$ cat src/rtl/video_pattern_source_if.sv
// video_pattern_source_if: AXI4-Stream video beat bundle between the pattern source and scanout
interface video_pattern_source_if;
    logic [31:0] m_axis_vid_tdata;
    logic        m_axis_vid_tlast;
    logic [0:0]  m_axis_vid_tuser;
    logic        m_axis_vid_tvalid;
    logic        m_axis_vid_tready;

    modport master (
        output m_axis_vid_tdata, m_axis_vid_tlast, m_axis_vid_tuser, m_axis_vid_tvalid,
        input  m_axis_vid_tready
    );

    modport slave (
        input  m_axis_vid_tdata, m_axis_vid_tlast, m_axis_vid_tuser, m_axis_vid_tvalid,
        output m_axis_vid_tready
    );
endinterface

$ cat src/rtl/video_pattern_source.sv
// video_pattern_source: synthesizes test-pattern video frames on an AXI4-Stream in VDMA beat format
module video_pattern_source #(
    parameter int GAP_CYCLES = 16,
    parameter int CHECK_BIT  = 4
) (
    input  logic                   m_axis_vid_aclk,
    input  logic                   aresetn,
    input  logic [31:0]            control_data,
    input  logic [7:0]             control_op,
    video_pattern_source_if.master vid,
    output logic [7:0]             frame_count
);
    localparam logic [7:0] OP_COLORMODE  = 8'd1;
    localparam logic [7:0] OP_DIMENSIONS = 8'd2;
    localparam logic [7:0] OP_SCALE      = 8'd4;
    localparam logic [7:0] OP_PATTERN    = 8'd10;
    localparam logic [7:0] OP_SOLID      = 8'd11;

    typedef enum logic [1:0] {IDLE, ACTIVE, GAP} state_t;

    logic [7:0]  op_q;
    logic [31:0] data_q;
    logic [15:0] width_q, height_q;
    logic [1:0]  colormode_q, pattern_q;
    logic        scale_x_q, enable_q;
    logic [23:0] solid_q;

    state_t      state_q;
    logic [15:0] sh_words_q, sh_lines_q;
    logic [1:0]  sh_pattern_q;
    logic [23:0] sh_solid_q;
    logic [15:0] x_q, y_q, gap_q;
    logic [7:0]  frame_count_q;
    logic [31:0] tdata_q;
    logic        tlast_q, tuser_q, tvalid_q;

    logic [15:0] live_words, x_d, y_d;
    logic        last_x, frame_end, gap_done, start;

    // Words per line: pixels packed per 32-bit word depend on colormode, then halved when scaling
    function automatic logic [15:0] words_of(input logic [15:0] w, input logic [1:0] cm, input logic sx);
        return ((cm == 2'd0) ? (w >> 2) : (cm == 2'd1) ? (w >> 1) : w) >> sx;
    endfunction

    function automatic logic [31:0] pixel(input logic [1:0] pat, input logic [23:0] sol,
                                          input logic [11:0] px, input logic [11:0] py, input logic [7:0] f);
        return (pat == 2'd0) ? {8'h00, sol}
             : (pat == 2'd1) ? {8'h00, px[7:0], px[7:0], px[7:0]}
             : (pat == 2'd2) ? ((px[CHECK_BIT] ^ py[CHECK_BIT]) ? 32'h00FF_FFFF : 32'h0000_0000)
             : {f, py, px};
    endfunction

    // Next beat position and frame-start decision
    always_comb begin
        live_words = words_of(width_q, colormode_q, scale_x_q);
        last_x     = x_q == sh_words_q - 16'd1;
        x_d        = last_x ? 16'd0 : x_q + 16'd1;
        y_d        = last_x ? y_q + 16'd1 : y_q;
        frame_end  = last_x && (y_q == sh_lines_q - 16'd1);
        gap_done   = (state_q == GAP) && (gap_q == 16'(GAP_CYCLES - 1));
        start      = ((state_q == IDLE) || gap_done) && enable_q && (live_words != 16'd0) && (height_q != 16'd0);
    end

    // Control bus: register the level-held op once, then decode into the live config
    always_ff @(posedge m_axis_vid_aclk or negedge aresetn) begin
        if (!aresetn) begin
            op_q        <= 8'd0;
            data_q      <= 32'd0;
            width_q     <= 16'd1280;
            height_q    <= 16'd720;
            colormode_q <= 2'd2;
            scale_x_q   <= 1'b0;
            pattern_q   <= 2'd0;
            enable_q    <= 1'b0;
            solid_q     <= 24'd0;
        end else begin
            op_q   <= control_op;
            data_q <= control_data;
            case (op_q)
                OP_COLORMODE:  colormode_q <= data_q[1:0];
                OP_DIMENSIONS: begin
                    height_q <= data_q[31:16];
                    width_q  <= data_q[15:0];
                end
                OP_SCALE:      scale_x_q <= data_q[0];
                OP_PATTERN:    begin
                    pattern_q <= data_q[1:0];
                    enable_q  <= data_q[8];
                end
                OP_SOLID:      solid_q <= data_q[23:0];
                default:       ;
            endcase
        end
    end

    // Frame FSM: shadows config at each frame start and precomputes the next beat into the output registers
    always_ff @(posedge m_axis_vid_aclk or negedge aresetn) begin
        if (!aresetn) begin
            state_q       <= IDLE;
            sh_words_q    <= 16'd0;
            sh_lines_q    <= 16'd0;
            sh_pattern_q  <= 2'd0;
            sh_solid_q    <= 24'd0;
            x_q           <= 16'd0;
            y_q           <= 16'd0;
            gap_q         <= 16'd0;
            frame_count_q <= 8'd0;
            tdata_q       <= 32'd0;
            tlast_q       <= 1'b0;
            tuser_q       <= 1'b0;
            tvalid_q      <= 1'b0;
        end else if (start) begin
            state_q      <= ACTIVE;
            sh_words_q   <= live_words;
            sh_lines_q   <= height_q;
            sh_pattern_q <= pattern_q;
            sh_solid_q   <= solid_q;
            x_q          <= 16'd0;
            y_q          <= 16'd0;
            tvalid_q     <= 1'b1;
            tuser_q      <= 1'b1;
            tlast_q      <= live_words == 16'd1;
            tdata_q      <= pixel(pattern_q, solid_q, 12'd0, 12'd0, frame_count_q);
        end else if (state_q == ACTIVE && tvalid_q && vid.m_axis_vid_tready) begin
            tuser_q <= 1'b0;
            if (frame_end) begin
                state_q       <= GAP;
                gap_q         <= 16'd0;
                frame_count_q <= frame_count_q + 8'd1;
                tvalid_q      <= 1'b0;
                tlast_q       <= 1'b0;
                tdata_q       <= 32'd0;
            end else begin
                x_q     <= x_d;
                y_q     <= y_d;
                tlast_q <= x_d == sh_words_q - 16'd1;
                tdata_q <= pixel(sh_pattern_q, sh_solid_q, x_d[11:0], y_d[11:0], frame_count_q);
            end
        end else if (state_q == GAP) begin
            state_q <= gap_done ? IDLE : GAP;
            gap_q   <= gap_q + 16'd1;
        end
    end

    assign vid.m_axis_vid_tdata  = tdata_q;
    assign vid.m_axis_vid_tlast  = tlast_q;
    assign vid.m_axis_vid_tuser  = tuser_q;
    assign vid.m_axis_vid_tvalid = tvalid_q;
    assign frame_count           = frame_count_q;
endmodule

$ cat src/flat_wrapper.sv
// flat-port wrapper written by rule: the top's interface ports become plain ports
module video_pattern_source_flat 
#(
    parameter int GAP_CYCLES = 16,
    parameter int CHECK_BIT  = 4
)
  (m_axis_vid_aclk, aresetn, control_data, control_op, frame_count, vid_m_axis_vid_tdata, vid_m_axis_vid_tlast, vid_m_axis_vid_tuser, vid_m_axis_vid_tvalid, vid_m_axis_vid_tready);
  video_pattern_source_if vid_i ();
  input  logic m_axis_vid_aclk;
  input  logic aresetn;
  input  logic [31:0] control_data;
  input  logic [7:0] control_op;
  output logic [7:0] frame_count;
  output wire logic [$bits(vid_i.m_axis_vid_tdata)-1:0] vid_m_axis_vid_tdata;
  output wire logic [$bits(vid_i.m_axis_vid_tlast)-1:0] vid_m_axis_vid_tlast;
  output wire logic [$bits(vid_i.m_axis_vid_tuser)-1:0] vid_m_axis_vid_tuser;
  output wire logic [$bits(vid_i.m_axis_vid_tvalid)-1:0] vid_m_axis_vid_tvalid;
  input wire logic [$bits(vid_i.m_axis_vid_tready)-1:0] vid_m_axis_vid_tready;
  assign vid_m_axis_vid_tdata = vid_i.m_axis_vid_tdata;
  assign vid_m_axis_vid_tlast = vid_i.m_axis_vid_tlast;
  assign vid_m_axis_vid_tuser = vid_i.m_axis_vid_tuser;
  assign vid_m_axis_vid_tvalid = vid_i.m_axis_vid_tvalid;
  assign vid_i.m_axis_vid_tready = vid_m_axis_vid_tready;
  video_pattern_source #(.GAP_CYCLES(GAP_CYCLES), .CHECK_BIT(CHECK_BIT)) u_core (.m_axis_vid_aclk(m_axis_vid_aclk), .aresetn(aresetn), .control_data(control_data), .control_op(control_op), .vid(vid_i), .frame_count(frame_count));
endmodule
$ cat config.mk
export PLATFORM = sky130hd
export DESIGN_NAME = video_pattern_source_flat
export DESIGN_NICKNAME = d
export VERILOG_FILES = /design/src/rtl/video_pattern_source_if.sv /design/src/rtl/video_pattern_source.sv /design/src/flat_wrapper.sv
export SDC_FILE = /design/constraint.sdc
export NUM_CORES = 1
export LEC_CHECK = 0
export CAP_MARGIN = 20
export CORE_MARGIN = 4
export CORE_UTILIZATION = 35
export CTS_CLUSTER_SIZE = 16
export DETAILED_ROUTE_END_ITERATION = 12
export GPL_TIMING_DRIVEN = 0
export PLACE_DENSITY_LB_ADDON = 0.25
export SLEW_MARGIN = 20
export SYNTH_ARGS = -nofsm -noshare
export SYNTH_HDL_FRONTEND = slang
export SYNTH_SLANG_ARGS = --single-unit
$ cat constraint.sdc
create_clock -name m_axis_vid_aclk -period 3.85 [get_ports m_axis_vid_aclk]
set_clock_uncertainty 0.2 [all_clocks]
set_input_delay 0.385 -clock m_axis_vid_aclk [delete_from_list [all_inputs] [get_ports m_axis_vid_aclk]]
set_output_delay 0.385 -clock m_axis_vid_aclk [all_outputs]
set_load 0.01 [all_outputs]
==> results of run 1 <==
-- sequential cells by signal (all words and copies together), names as in the netlist, 8 cells and up --
| signal | flops |
|---|---|
| u_core.width_q | 16 |
| u_core.data_q | 32 |
| u_core.frame_count | 8 |
| u_core.y_q | 16 |
| u_core.sh_solid_q | 24 |
| u_core.vid.m_axis_vid_tdata | 32 |
| u_core.op_q | 8 |
| u_core.x_q | 16 |
| u_core.height_q | 16 |
| u_core.gap_q | 16 |
| u_core.sh_lines_q | 16 |
| u_core.sh_words_q | 16 |
| u_core.solid_q | 24 |
-- worst max path at each step --
stage                                       from                                          to  slack [ns]
6_report        u_core.sh_words_q[0]$_DFFE_PN0P_  u_core.vid.m_axis_vid_tdata[3]$_DFFE_PN0P_        0.14
5_1_grt         u_core.sh_words_q[0]$_DFFE_PN0P_  u_core.vid.m_axis_vid_tdata[6]$_DFFE_PN0P_       -0.01
4_1_cts         u_core.sh_words_q[0]$_DFFE_PN0P_  u_core.vid.m_axis_vid_tdata[1]$_DFFE_PN0P_      0.0007
3_5_place_dp   u_core.colormode_q[1]$_DFFE_PN1N_                 u_core.gap_q[1]$_DFFE_PN0P_       -0.77
3_3_place_gp                             aresetn                  u_core.data_q[4]$_DFF_PN0_       -8.76
2_1_floorplan   u_core.sh_words_q[0]$_DFFE_PN0P_  u_core.vid.m_axis_vid_tdata[1]$_DFFE_PN0P_        0.27
-- report_power, final --
| group | internal [W] | total, W | switching, W |
|---|---|---|---|
| clock network | 0.00157 | 0.00262 | 0.00106 |
| logic | 0.000262 | 0.000652 | 0.000390 |
| registers | 0.00277 | 0.00287 | 0.000100 |
-- final cells by class --
cell class	count	area, sq um
fillers	3401	20900
inverters	21	78.8
clock inverters	5	106
plain buffers	72	359
well taps	468	586
flip-flops and latches	253	6340
repair buffers	102	1050
clock buffers	41	768
multi-input cells	891	6550
-- worst max-delay path: stages (launching register included) --
cell and delay (ns):
dfrtp_1 0.35, buf_2 0.18, inv_1 0.10, ha_2 0.22
or3b_4 0.42, or4_4 0.46, xnor2_2 0.20, and3_4 0.23
nand4_4 0.13, nor2_4 0.19, buf_12 0.13, mux2i_4 0.31
buf_6 0.16, o311ai_0 0.15, a21oi_1 0.20
-- layout by cell type, fill, tap and decap left out, types with 8 or more instances in the layout --
master,netlist,final
nor4_1,18,13
a22o_1,20,20
mux2_2,117,116
mux2i_1,25,25
o31ai_1,18,18
buf_2,11,9
nor2_1,81,81
xor2_1,36,36
buf_4,4,18
clkbuf_1,47,44
nor3_2,7,10
nand2_1,91,90
xnor2_1,55,52
and3_1,18,17
clkbuf_16,0,27
and2_1,10,10
nor3_1,33,27
dfrtp_1,246,244
clkbuf_2,0,8
clkdlybuf4s50_1,0,84
inv_1,19,19
nor2b_1,9,9
a211oi_1,9,9
or3_1,14,14
o21ai_0,57,55
nand4_1,19,19
o21ai_1,14,15
a21oi_1,62,61
a22oi_1,16,16
nand3_1,36,34
-- stage by stage --
stage	setup WS, ns	setup TNS (ns)
floorplan	0.266	0
global placement	-8.76	-2223.19
detailed placement	-0.771	-37.84
CTS	0.000735	0
global route	-0.0141	-0.0523
finish	0.136	0
-- kinds of logic (layout without fill, tap and decap cells) --
logic type | count (synthesis) | count (layout) | share of synthesized area, %
compound gates | 267 | 267 | 13.4
simple gates | 380 | 380 | 15.4
mux | 143 | 143 | 12.1
flops | 253 | 253 | 48.5
xor+xnor | 95 | 95 | 6.77
buf+inv | 96 | 241 | 3.21
fa+ha+maj | 6 | 6 | 0.574
-- what timing repair did --
item	CTS	global route
pin swaps	4	4
endpoints found under the hold margin	64	0
hold buffers	1	0
buffers inserted	12	2
resized for setup	20	55
endpoints found under the setup margin	121	117
-- synth_stat cells (9+ instances only) --
| cell | count |
|---|---|
| o31ai_1 | 18 |
| mux2_2 | 117 |
| nor3_1 | 33 |
| and2_1 | 10 |
| clkbuf_1 | 47 |
| a211oi_1 | 9 |
| inv_1 | 19 |
| nor2_1 | 81 |
| a21oi_1 | 62 |
| nand4_1 | 19 |
| xor2_1 | 36 |
| a22o_1 | 20 |
| dfrtp_1 | 246 |
| mux2i_1 | 25 |
| o21ai_1 | 14 |
| and3_1 | 18 |
| a22oi_1 | 16 |
| buf_2 | 11 |
| o21ai_0 | 57 |
| nand2_1 | 91 |
| or3_1 | 14 |
| xnor2_1 | 55 |
| nor4_1 | 18 |
| nand3_1 | 36 |
| nor2b_1 | 9 |
| buf_1 | 9 |
-- per-layer routing --
layer,wire [microns],track usage [%],vias to the layer above
li1,-,-,4768
met1,17600,26.4,5199
met2,17600,29.2,287
met3,2060,3.24,60
met4,1100,5.54,0
met5,0,0,-
==> impl_metrics.yaml, run 1 <==
worst_setup_path:
  required_ns: 4.11
  ff2ff_setup_slack_ns: 0.14
  critPathArrivalTime_ns: 3.98
  ff2ff_path_depth: 14
  regToRegStartpoint: "u_core.sh_words_q[0]$_DFFE_PN0P_"
  crit_type: "reg2reg"
  critPathLaunchType: "register"
  critPathCaptureType: "register"
  critPathMaxFanout: 9
  r2r-end: "u_core.vid.m_axis_vid_tdata[3]$_DFFE_PN0P_"
cells_and_area:
  diodes: 0
  final_cells: 1853
  final_util_pct: 43.2
  drive_gt1_share_pct: 19.2
  design_area_sq_mm: 0.0158
  final_net_count: 1417
  areaGrowthSynthToFinish_pct: 21.2
drt:
  viasPerCell: 5.57
  wl_per_cell_microns: 20.7
  vias: 10314
  first_pass_iters: 10
  postRouteAntennaNets: 0
  drt-total-wl_microns: 38400
  drt_iter0_drc: 819
  drcViolationCount: 0
cts:
  worst_skew_pair.late_latency_ns: 0.55
  htree_levels: 1
  cts_tree: "yes"
  clk_pin_slew_ns: 0.06
  cts_max_path_buffers: 3
  clock-sinks: 253
  cts_made_buffers: 27
  cts_root_buffer: "clkbuf_16"
synth:
  yosys_warnings: 0
  seq_area_frac_synth_pct: 48.5
  synth_edf_count: 0
  netlist_area_sq_mm: 0.0131
  synth.distinct_cells: 84
  ys_ff_latch: 253
  synth_top_area_cell: "dfrtp_1"
  avgSynthCellArea_sq_um: 10.5
  synth_top_area_share_pct: 47.1
  synthTopCellsByArea: "dfrtp_1 47%, mux2_2 10%, xnor2_1 3.7%"
  syn_inst: 1240
  async_flop_share_pct: 100
  syn_nets: 1289
  synthFlopType: "dfrtp_1"
floorplanning:
  core_area_sq_mm: 0.0367
  die_h_microns: 201
  die-area_sq_mm: 0.0405
  start_util_pct: 35.6
  rows: 70
  io_pins: 86
  die_w_microns: 201
global_route:
  grt_pass1_wl_microns: 60600
  grt_pass1_vias: 10137
  grt-ovfl-total: 0
  grt_start_max_net_pins: 98
  grtUsageTotal_pct: 18.5
  antenna_found_initial: 0
worst_hold_path:
  hold_start: "control_data[26]"
  min_to: "u_core.data_q[26]$_DFF_PN0_"
  whs_path_depth: 1
  min_path_type: "in2reg"
sta:
  timing.final.crit_period_ns: 3.71
  max_freq_mhz: 269
  fin_crit_sh_pct: 96.5
  slew_headroom_pct: 37.8
  tightestPinTransition_ns: 0.934
  hold_ws_ns: 0.0669
  setup_viol: 0
  hold_viol_final: 0
  slew_viol_final: 0
power:
  total_power_w: 0.00614
  ir_worst_vdd_uv: 348
  power_density_mw_per_mm2: 388
  p_leak_nw: 6.82
placement:
  dp_cells: 1795
  place_congestion: 0.890
  placed_area_sq_mm: 0.0146
  port_buffers: 85
  dp_hpwl_microns: 27700
run_status:
  outcome: "completed"
run:
  cap_violations: 0
Note: power is estimated with default switching activity, not from simulation.
==> inputs of run 2 (changes only) <==
--- a/config.mk
+++ b/config.mk
@@ -8,6 +8,7 @@
 export CAP_MARGIN = 20
 export CORE_MARGIN = 4
 export CORE_UTILIZATION = 35
+export CTS_BUF_LIST = sky130_fd_sc_hd__clkbuf_4
 export CTS_CLUSTER_SIZE = 16
 export DETAILED_ROUTE_END_ITERATION = 12
 export GPL_TIMING_DRIVEN = 0
==> run 2 against run 1 <==
Effect of this change:
- critical path depth down 2
- die area unchanged
- utilization up 1.1 points
- hold slack worse by 0.035 ns
- worst setup slack got worse by 0.064 ns
- non-clock buffer count up 42
- register-to-register slack lost 0.06 ns
- clock-buffer cell count rose by 58
==> impl_metrics.yaml, run 2 (synthesis gave the netlist of run 1 again) <==
run_status:
  outcome: "completed"
cells_and_area:
  final_common_cell: "dfrtp_1"
  area.sequential_sq_mm: 0.00634
  fillers: 3423
  drive_gt1_share_pct: 22.1
  areaGrowthSynthToFinish_pct: 24.3
  multiInputGateArea_sq_mm: 0.00652
  final_net_count: 1502
  layout_common_cells: "244 x dfrtp_1, 116 x mux2_2, 102 x clkbuf_4"
drt:
  vias: 10703
  wl_per_cell_microns: 19.8
  drt-total-wl_microns: 39100
  viasPerCell: 5.42
  drt_iter0_drc: 858
  postRouteAntennaNets: 0
  drcViolationCount: 0
  first_pass_iters: 5
floorplanning:
  die-area_sq_mm: 0.0405
  die_w_microns: 201
  core_area_sq_mm: 0.0367
  start_util_pct: 35.6
  rows: 70
  io_pins: 86
  die_h_microns: 201
placement:
  port_buffers: 85
  place_congestion: 0.890
  dp_hpwl_microns: 27700
power:
  ir_worst_vdd_uv: 269
  power_density_mw_per_mm2: 370
  total_power_w: 0.00602
  p_leak_nw: 7.10
cts:
  clock-sinks: 253
  cts_made_buffers: 70
  cts_tree: "yes"
  worst_skew_pair.late_latency_ns: 0.72
  clk_pin_slew_ns: 0.07
  cts_root_buffer: "clkbuf_4"
  htree_levels: 3
  cts_max_path_buffers: 3
worst_setup_path:
  ff2ff_path_depth: 12
  critPathCaptureType: "register"
  cpMostUsedCell: "clkbuf_1"
  crit_type: "reg2reg"
  crit_chain: "clkbuf_1 -> nor4_4 -> nand2_1 -> or3_1 -> clkbuf_1 -> xnor2_1 -> nor3_4 -> and2_1 -> buf_4 -> o21ai_0 -> o311ai_0 -> a21oi_1"
  slowest_delay_ns: 0.46
  critPathLaunchType: "register"
  crit_buf_inv: 3
  required_ns: 4.26
  critPathMaxFanout: 10
  r2r-end: "u_core.vid.m_axis_vid_tdata[3]$_DFFE_PN0P_"
  critPathTopFamily: "simple AND/OR/NAND/NOR gates"
  slowest_stage: "xnor2_1"
  ff2ff_setup_slack_ns: 0.07
  critPathArrivalTime_ns: 4.19
  regToRegStartpoint: "u_core.sh_words_q[2]$_DFFE_PN0P_"
sta:
  setup_viol: 0
  tightestPinTransition_ns: 0.932
  tns_ns: 0
  rsz0062_at_grt: "true"
  hold_viol_final: 0
  fin_crit_sh_pct: 98.1
  slew_viol_final: 0
  max_freq_mhz: 265
  timing.final.crit_period_ns: 3.78
  slew_headroom_pct: 37.8
global_route:
  gr-usage-met1_pct: 25.7
  grt_start_max_net_pins: 98
  met2_usage_pct: 30.0
  grt_busiest_layer: "met2"
  met3_usage_pct: 4.88
  grtUsageTotal_pct: 19.1
  grt_pass1_wl_microns: 62200
  grt-ovfl-total: 0
  antenna_found_initial: 2
  grt_pass1_vias: 10843
run:
  cap_violations: 0
worst_hold_path:
  min_path_type: "in2async"
==> run 2: cell count changes in the layout (fill, tap and decap cells not counted), moves of 2 or more <==
cell / previous run / this run
dlygate4sd3_1: 1 / 41
clkbuf_1: 44 / 37
clkbuf_16: 27 / 0
inv_2: 0 / 2
clkinvlp_4: 1 / 3
clkbuf_4: 3 / 102
clkinv_1: 2 / 19
clkbuf_8: 4 / 0
diode_2: 0 / 2
==> run 2: how the worst max path moves through the flow <==
stage                                            from                                          to  cells past startpoint
floorplan            u_core.sh_words_q[0]$_DFFE_PN0P_  u_core.vid.m_axis_vid_tdata[1]$_DFFE_PN0P_                     12
global placement                              aresetn                  u_core.data_q[4]$_DFF_PN0_                      1
detailed placement  u_core.colormode_q[1]$_DFFE_PN1N_                 u_core.gap_q[1]$_DFFE_PN0P_                     10
CTS                  u_core.sh_words_q[0]$_DFFE_PN0P_  u_core.vid.m_axis_vid_tdata[1]$_DFFE_PN0P_                     12
global route         u_core.sh_words_q[0]$_DFFE_PN0P_  u_core.vid.m_axis_vid_tdata[3]$_DFFE_PN0P_                     14
finish               u_core.sh_words_q[2]$_DFFE_PN0P_  u_core.vid.m_axis_vid_tdata[3]$_DFFE_PN0P_                     12
==> run 2: repair_timing <==
| item | in CTS | in global routing |
|---|---|---|
| setup buffers | 13 | 1 |
| endpoints found under the setup margin | 121 | 111 |
| pin swaps | 4 | 2 |
| hold buffers | 41 | 0 |
| resized for setup | 21 | 48 |
| cloned | 0 | 0 |
| hold endpoints to repair | 192 | 0 |
==> run 2: power by group <==
| group | internal (W) | total [W] | switching (W) |
|---|---|---|---|
| registers | 0.00277 | 0.00287 | 0.0000976 |
| clock network | 0.00132 | 0.00247 | 0.00115 |
| logic | 0.000288 | 0.000686 | 0.000398 |
==> run 2: area by class of cell <==
| class | instances | share of cell area (%) |
|---|---|---|
| diodes | 2 | 0.0308 |
| inverters | 21 | 0.508 |
| plain buffers | 74 | 2.25 |
| flip-flops and latches | 253 | 39.0 |
| clock buffers | 99 | 4.57 |
| repair buffers | 142 | 8.95 |
| multi-input cells | 891 | 40.1 |
| clock inverters | 24 | 0.924 |
| well taps | 468 | 3.60 |
==> run 2: through the flow <==
| stage | hold slack (ns) | setup WS (ns) | instances | cell area (sq um) | util (%) |
|---|---|---|---|---|---|
| after floorplan | -0.111 | 0.266 | 1240 | 13100 | - |
| after global placement | 0.261 | -8.76 | 1793 | 14500 | 39.5 |
| after detailed placement | 0.163 | -0.771 | 1795 | 14600 | 39.7 |
| after CTS | 0.00709 | 0.00465 | 1972 | 16100 | 43.8 |
| after global routing | 0.0337 | -0.0576 | 1974 | 16300 | 44.3 |
| final | 0.0319 | 0.0716 | 1974 | 16300 | 44.3 |
==> run 2: routing by layer <==
metal | share of wire [%] | vias up
li1 | - | 4985
met1 | 44 | 5340
met2 | 46 | 310
met3 | 6.7 | 68
met4 | 3.1 | 0
met5 | 0 | -
